$ cat src/rtl/systolic_result_drain.sv
// Purpose: snapshot the systolic multiplier's NxN result on a rising done and stream it row-major over valid/ready.
// Latency: first element is valid one cycle after the sampled done rise; back-to-back frames have no bubble.
// Backpressure: m_ready low holds all outputs stable; a result arriving mid-stream is dropped and flagged as overrun.
module systolic_result_drain #(
    parameter int N          = 3,
    parameter int DATA_WIDTH = 16,
    parameter int IDX_W      = $clog2(N)
) (
    input  logic                  clk,
    input  logic                  reset_n,
    input  logic [DATA_WIDTH-1:0] matrix_c [N][N],
    input  logic                  done,
    output logic [DATA_WIDTH-1:0] m_data,
    output logic                  m_valid,
    input  logic                  m_ready,
    output logic                  m_last,
    output logic [IDX_W-1:0]      m_row,
    output logic [IDX_W-1:0]      m_col,
    output logic                  busy,
    output logic                  overrun,
    input  logic                  clear_overrun,
    output logic [15:0]           frame_count
);

    typedef enum logic {
        S_IDLE   = 1'b0,
        S_STREAM = 1'b1
    } state_t;

    localparam logic [IDX_W-1:0] LAST_IDX = IDX_W'(N - 1);

    state_t                state_q, state_d;
    logic                  done_q;
    logic                  rise;
    logic [DATA_WIDTH-1:0] buf_q [N][N];
    logic [DATA_WIDTH-1:0] buf_d [N][N];
    logic [IDX_W-1:0]      row_q, row_d;
    logic [IDX_W-1:0]      col_q, col_d;
    logic                  overrun_q, overrun_d;
    logic [15:0]           frame_q, frame_d;
    logic                  last_elem;
    logic                  xfer;
    logic                  capture;
    logic                  overrun_set;

    assign rise = done & ~done_q;

    // Output view of the stream: everything is derived from registered state, so stalls hold it stable.
    always_comb begin
        m_valid   = (state_q == S_STREAM);
        busy      = (state_q == S_STREAM);
        last_elem = (row_q == LAST_IDX) && (col_q == LAST_IDX);
        m_last    = m_valid & last_elem;
        m_data    = m_valid ? buf_q[row_q][col_q] : '0;
        m_row     = m_valid ? row_q : '0;
        m_col     = m_valid ? col_q : '0;
        overrun   = overrun_q;
        frame_count = frame_q;
        xfer      = m_valid & m_ready;
    end

    // Next-state: capture on rise when free (or on the final transfer), walk row-major on each transfer.
    always_comb begin
        state_d     = state_q;
        row_d       = row_q;
        col_d       = col_q;
        overrun_d   = overrun_q;
        frame_d     = frame_q;
        capture     = 1'b0;
        overrun_set = 1'b0;
        for (int r = 0; r < N; r++) begin
            for (int c = 0; c < N; c++) begin
                buf_d[r][c] = buf_q[r][c];
            end
        end

        case (state_q)
            S_IDLE: begin
                if (rise) begin
                    capture = 1'b1;
                    row_d   = '0;
                    col_d   = '0;
                    state_d = S_STREAM;
                end
            end
            S_STREAM: begin
                if (xfer) begin
                    if (last_elem) begin
                        frame_d = frame_q + 16'd1;
                        row_d   = '0;
                        col_d   = '0;
                        // A rise coinciding with the final transfer is accepted without a bubble.
                        if (rise) begin
                            capture = 1'b1;
                        end else begin
                            state_d = S_IDLE;
                        end
                    end else if (col_q == LAST_IDX) begin
                        col_d = '0;
                        row_d = row_q + IDX_W'(1);
                    end else begin
                        col_d = col_q + IDX_W'(1);
                    end
                end
                // Any other rise while streaming would corrupt the frame in flight, so it is dropped.
                if (rise && !(xfer && last_elem)) begin
                    overrun_set = 1'b1;
                end
            end
            default: state_d = S_IDLE;
        endcase

        // Set takes priority over clear so a simultaneous drop is never lost.
        if (clear_overrun) begin
            overrun_d = 1'b0;
        end
        if (overrun_set) begin
            overrun_d = 1'b1;
        end

        if (capture) begin
            for (int r = 0; r < N; r++) begin
                for (int c = 0; c < N; c++) begin
                    buf_d[r][c] = matrix_c[r][c];
                end
            end
        end
    end

    // State registers; done_q resets high so a done held across reset is not seen as a new result.
    always_ff @(posedge clk or negedge reset_n) begin
        if (!reset_n) begin
            state_q   <= S_IDLE;
            done_q    <= 1'b1;
            row_q     <= '0;
            col_q     <= '0;
            overrun_q <= 1'b0;
            frame_q   <= '0;
            for (int r = 0; r < N; r++) begin
                for (int c = 0; c < N; c++) begin
                    buf_q[r][c] <= '0;
                end
            end
        end else begin
            state_q   <= state_d;
            done_q    <= done;
            row_q     <= row_d;
            col_q     <= col_d;
            overrun_q <= overrun_d;
            frame_q   <= frame_d;
            for (int r = 0; r < N; r++) begin
                for (int c = 0; c < N; c++) begin
                    buf_q[r][c] <= buf_d[r][c];
                end
            end
        end
    end

endmodule

$ cat config.mk
export PLATFORM = sky130hd
export DESIGN_NAME = systolic_result_drain
export DESIGN_NICKNAME = d
export VERILOG_FILES = /design/src/rtl/systolic_result_drain.sv
export SDC_FILE = /design/constraint.sdc
export NUM_CORES = 1
export LEC_CHECK = 0
export CORE_MARGIN = 2
export CORE_UTILIZATION = 50
export CTS_CLUSTER_DIAMETER = 30
export DETAILED_ROUTE_END_ITERATION = 10
export GPL_TIMING_DRIVEN = 0
export PLACE_DENSITY = 0.88
export SETUP_SLACK_MARGIN = 0.2
export SLEW_MARGIN = 10
export SYNTH_ARGS = -nofsm -noshare
export SYNTH_HDL_FRONTEND = slang
export SYNTH_SLANG_ARGS = --single-unit
$ cat constraint.sdc
create_clock -name clk -period 2.5 [get_ports clk]
set_clock_uncertainty 0.15 [all_clocks]
set_input_delay 0.375 -clock clk [delete_from_list [all_inputs] [get_ports clk]]
set_output_delay 0.375 -clock clk [all_outputs]
set_load 0.1 [all_outputs]
* Word-level counts from Yosys, hierarchy flattened
Index checks and enable logic that the tools add are counted.
Word-level totals: memories 0, RAM bits 0, bits of input ports 149, word-level logic and storage cells 69, output and inout port bits 40, bits in latches 0, ROM bits 0, bits in registers 167
Operators by class: shifts and indexed selects 0, order comparisons 2, bitwise gates (word level) 7, add/subtract/negate cells 3, muxes and demuxes 29, divide/modulo/power cells 0, reductions and logical operators 8, multiply operators 0, equal/unequal tests 5
Operators by type and width (count):
- $bmux 48 s2 | 1
- $mux 48 | 2
- $mux 16 | 3
- $bmux 16 s2 | 1
- $mux 2 | 9
- $add 16x1->16 const B | 1
- $mux 1 | 9
- $pmux 2 s2 | 2
- $ge 3x3->1 const B | 2
- $not 2->3 | 2
- $reduce_and 3->1 | 2
- $add 2x1->2 const B | 2
- $eq 2x2->1 const B | 2
- $pmux 1 s2 | 2
- $and 1x1->1 | 3
- $logic_and 1x1->1 | 3
- $ne 3x1->1 const B | 1
- $ne 2x1->1 const B | 1
- $ne 2x2->1 const B | 1
- $not 1->1 | 2
- $reduce_and 2->1 | 1
- $reduce_bool 2->1 | 1
- $logic_not 1->1 | 1

* Longest topological paths before layout
word-level depth 8, depth in mapped cells 8

* Worst setup path before layout
Ideal clock, no wire load.
kind register to output, start point register state_q, in the netlist busy, end point output m_data[10], data arrival time 3.078 ns, path slack -1.103 ns, stages on the path, launching flop included 4, required time 1.975 ns, path through dfrtp_1 inv_1 clkbuf_1 a31oi_1
Between the ends: longest elaborated chain between the ends 1
Ends and longest elaborated chain:
- start: declaration | RTL line 32 | state_t state_q, state_d;
- start signal: assignment | RTL line 145 | state_q <= state_d;
- $mux 16 | RTL line 54 | m_data = m_valid ? buf_q[row_q][col_q] : '0;
- end: declaration | RTL line 13 | output logic [DATA_WIDTH-1:0] m_data,
Every way passes these cells.

* Final worst setup path
start point register row_q[0], end point output m_data[3]
Between the ends: longest elaborated chain between the ends 8
Ends and longest elaborated chain:
- start: declaration | RTL line 37 | logic [IDX_W-1:0] row_q, row_d;
- start signal: assignment | RTL line 147 | row_q <= row_d;
- $not 2->3 (not written as such) | RTL line 54
- $bmux 48 s2 | RTL line 54
- $mux 48 (not written as such) (2 in a row) | RTL line 54
- $bmux 16 s2 | RTL line 54
- $mux 16 (not written as such) (2 in a row) | RTL line 54
- $mux 16 | RTL line 54
Every way passes these cells. The select of a mux whose other input is x is not followed.

==> results.sh <==
export IMPL_period_minus_slack_ps=2851
export IMPL_yosysSeqAreaShare=0.5414
export IMPL_leakage_nw=5.594
export IMPL_yosysMostFrequentCell="dfrtp_1"
export IMPL_wirelength_um=30900
export IMPL_top_layer_used="met4"
export IMPL_cp_max_fo=10
export IMPL_clock_power_share=0.150
export IMPL_die_x_um=128.3
export IMPL_cts_buffers=17
export IMPL_clk_pin_slew_worst_paths_ps=60
export IMPL_worst_pin_slew_ps=996.3
export IMPL_htree_levels=4
export IMPL_fill_cells=658
export IMPL_min_path_cells=1
export IMPL_area_growth_pct=67.56
export IMPL_fin_ws_ps=-350.7
export IMPL_clock_sinks=167
export IMPL_powerDensity_mw_per_mm2=1432
export IMPL_violations="design-rule violations, negative setup slack"
export IMPL_switching_share=0.4340
export IMPL_grt_overflow_total=0
export IMPL_synth_commonest_cells="dfrtp_1, mux2_2, mux2_1, o21ai_0, mux2i_1"
export IMPL_slew_headroom=0.3384
export IMPL_grt_use_total=0.3660
export IMPL_grt_pass1_wl_um=43860
export IMPL_port_buffers=188
export IMPL_remaining_drc_errors=2
export IMPL_yosysWarnings=0
export IMPL_initial_core_util=0.5098
export IMPL_die_area_mm2=0.01645
export IMPL_drive_above_1_share=0.4345
export IMPL_first_pass_iters=10
export IMPL_r2r_start="row_q[0]"
export IMPL_yosysTopAreaCell="dfrtp_1"
export IMPL_dr_wl_met3_um=2344
export IMPL_synth_edf_count=0
export IMPL_cts_buffer_depth=2
export IMPL_holdCritPathClass="input pin to register"
export IMPL_die_height_um=128.3
export IMPL_synth_nets=748
export IMPL_path_common_cell="buf_8"
export IMPL_outcome="finished, violations left"
export IMPL_ant_nets=0
export IMPL_start_kind="register"
export IMPL_nets=1013
export IMPL_grt_antenna_before_repair=1
export IMPL_rsz0062_at_grt="yes"
export IMPL_synthCells=598
export IMPL_drt_met1_wl_um=11730
export IMPL_ys_ff_latch=167
export IMPL_synth_cell_type_count=39
export IMPL_setup_viol=156
export IMPL_routedWlPerCell_um=29.18
export IMPL_reg2reg_depth=12
export IMPL_cts_tree="built"
export IMPL_seqPwrFrac=0.262
export IMPL_r2r_slack_ps=-180
export IMPL_fmax_mhz=350.8
export IMPL_path_class="register to output pin"
export IMPL_cp_end_kind="output pin"
export IMPL_dp_hpwl_um=16220
export IMPL_critPathMaxStageDelay_ps=360
export IMPL_drt_initial_drc_count=553
export IMPL_synth_area_leaders="dfrtp_1, mux2_2, mux2_1, mux2i_1, o21ai_0"
export IMPL_timing_final_hold_violations=0
export IMPL_critPathSlowestCell="dfrtp_1"
export IMPL_cap_violations=0
export IMPL_via_count=6593
export IMPL_ios=189
export IMPL_cp_required_ps=1980
export IMPL_fin_crit_sh=1.140
export IMPL_grt_max_degree=114
export IMPL_min_to="done_q"
export IMPL_syn_area_per_cell_um2=12.91
export IMPL_gp_congestion=0.8692
export IMPL_r2r_end="buf_q[61]"
export IMPL_vias_per_cell=6.226
export IMPL_peakVddDrop_mv=0.9282
export IMPL_min_from="done"
export IMPL_wl_met2_um=15040
export IMPL_synth_top_area_frac=0.5380
export IMPL_insertion_delay_ps=440
export IMPL_grt_pass1_vias=7133
export IMPL_critical_path_arrival_ps=2330
export IMPL_syn_cell_area_mm2=0.007721
export IMPL_p_int_mw=10.48
export IMPL_dp_slack_ps=-1253
export IMPL_comb_power_share=0.588
export IMPL_synthFlopType="dfrtp_1"
export IMPL_cts_root_buffer="clkbuf_16"
export IMPL_drv_slew=0
export IMPL_core_mm2=0.01515
export IMPL_rows=45
export IMPL_finalPower_mw=18.52
export IMPL_cp_cell_sequence="buf_8 > buf_4 > buf_8 > mux2i_1 > nor2_1 > o21ai_1 > a31oi_4 > buf_12"
export IMPL_async_reset_ff_frac=1.000
export IMPL_power_switching_mw=8.040
export IMPL_holdWs_ps=238.7
worst max-delay path, delay by kind of cell (launching register included):
family	cells	cell delay (ps)
flops	1	360
compound gates	2	450
buf+inv	4	650
simple gates	1	100
mux	1	320
placed cells by master (no fill, tap or decap), types with 3 or more instances in the layout:
cell type,count
buf_12,40
clkdlybuf4s15_1,3
mux2i_1,25
clkdlybuf4s50_1,147
clkbuf_8,7
o21ai_1,20
xor2_1,5
dlygate4sd2_1,14
mux2_2,17
xnor2_1,10
o21ai_2,12
buf_6,9
clkbuf_4,6
dfrtp_2,6
nor2_1,17
clkbuf_16,20
nand2_1,22
bufinv_16,4
nand3b_1,17
a22oi_2,14
a31oi_4,16
and2_1,20
nand3_1,6
mux2i_2,6
buf_4,16
mux2_4,144
buf_16,15
buf_2,3
nand2_2,4
dfrtp_1,159
buf_8,19
cell type report:
type / count / area [um2] / share of cell area
repair buffers: 246 / 3052 / 0.2359
multi-input cells: 389 / 4317 / 0.3337
inverters: 3 / 15.01 / 0.001161
plain buffers: 39 / 539.3 / 0.04168
diodes: 1 / 2.502 / 0.0001934
clock buffers: 21 / 460.4 / 0.03559
flip-flops and latches: 167 / 4192 / 0.3240
well taps: 188 / 235.2 / 0.01818
clock inverters: 5 / 125.1 / 0.009671
flip-flops by register name (all words and copies together), names as in the netlist:
register	cells
busy	1
buf_q	144
row_q	2
frame_count	16
col_q	2
overrun	1
done_q	1
logic make-up after synthesis:
logic type                 synth area share
and+or+nand+nor                     0.07600
muxes                                0.2763
DFF                                  0.5414
AOI/OAI and AO/OA                   0.05802
xor gates and xnor gates            0.01701
buffers and inverters               0.02966
adders and majority gates          0.001620
repair_timing:
item	CTS	global route
endpoints found under the hold margin	54	0
pin swaps	33	23
endpoints found under the setup margin	185	171
gates cloned	16	0
setup buffers	37	3
hold buffers	1	0
gates resized for setup	495	68
worst max path at each step:
stage / depth (start not counted) / endpoint / startpoint
after detailed placement: 7 / m_data[13] / row_q[1]
after CTS: 8 / m_data[5] / row_q[0]
after global routing: 7 / m_data[13] / row_q[0]
after global placement: 1 / busy / reset_n
after floorplan: 3 / m_data[10] / busy
final: 8 / m_data[3] / row_q[0]
per-stage QoR:
| step | cell area (um2) | cells | TNS (ps) | utilization |
|---|---|---|---|---|
| after floorplan | 8028 | 598 | 0 | - |
| final | 12940 | 1059 | -17490 | 0.8542 |
| after CTS | 12680 | 1055 | -2819 | 0.8372 |
| after global routing | 12930 | 1058 | -21430 | 0.8540 |
| after global placement | 10140 | 974 | -926030 | 0.6698 |
| after detailed placement | 10180 | 975 | -31590 | 0.6720 |
power by group through the flow:
stage	clock network (mW)	logic, mW	registers [mW]
after floorplan	0	5.64	4.48
after global placement	0	7.54	4.48
after detailed placement	0	7.70	4.58
after CTS	2.70	10.1	4.63
after global routing	2.90	11.1	4.92
final	2.78	10.9	4.85
routing by layer:
metal,global-route usage,vias up
li1,-,2674
met1,0.4488,3385
met2,0.6114,399
met3,0.09391,135
met4,0.1635,0
met5,0,-
No activity file was read; power rests on OpenSTA's default activity.
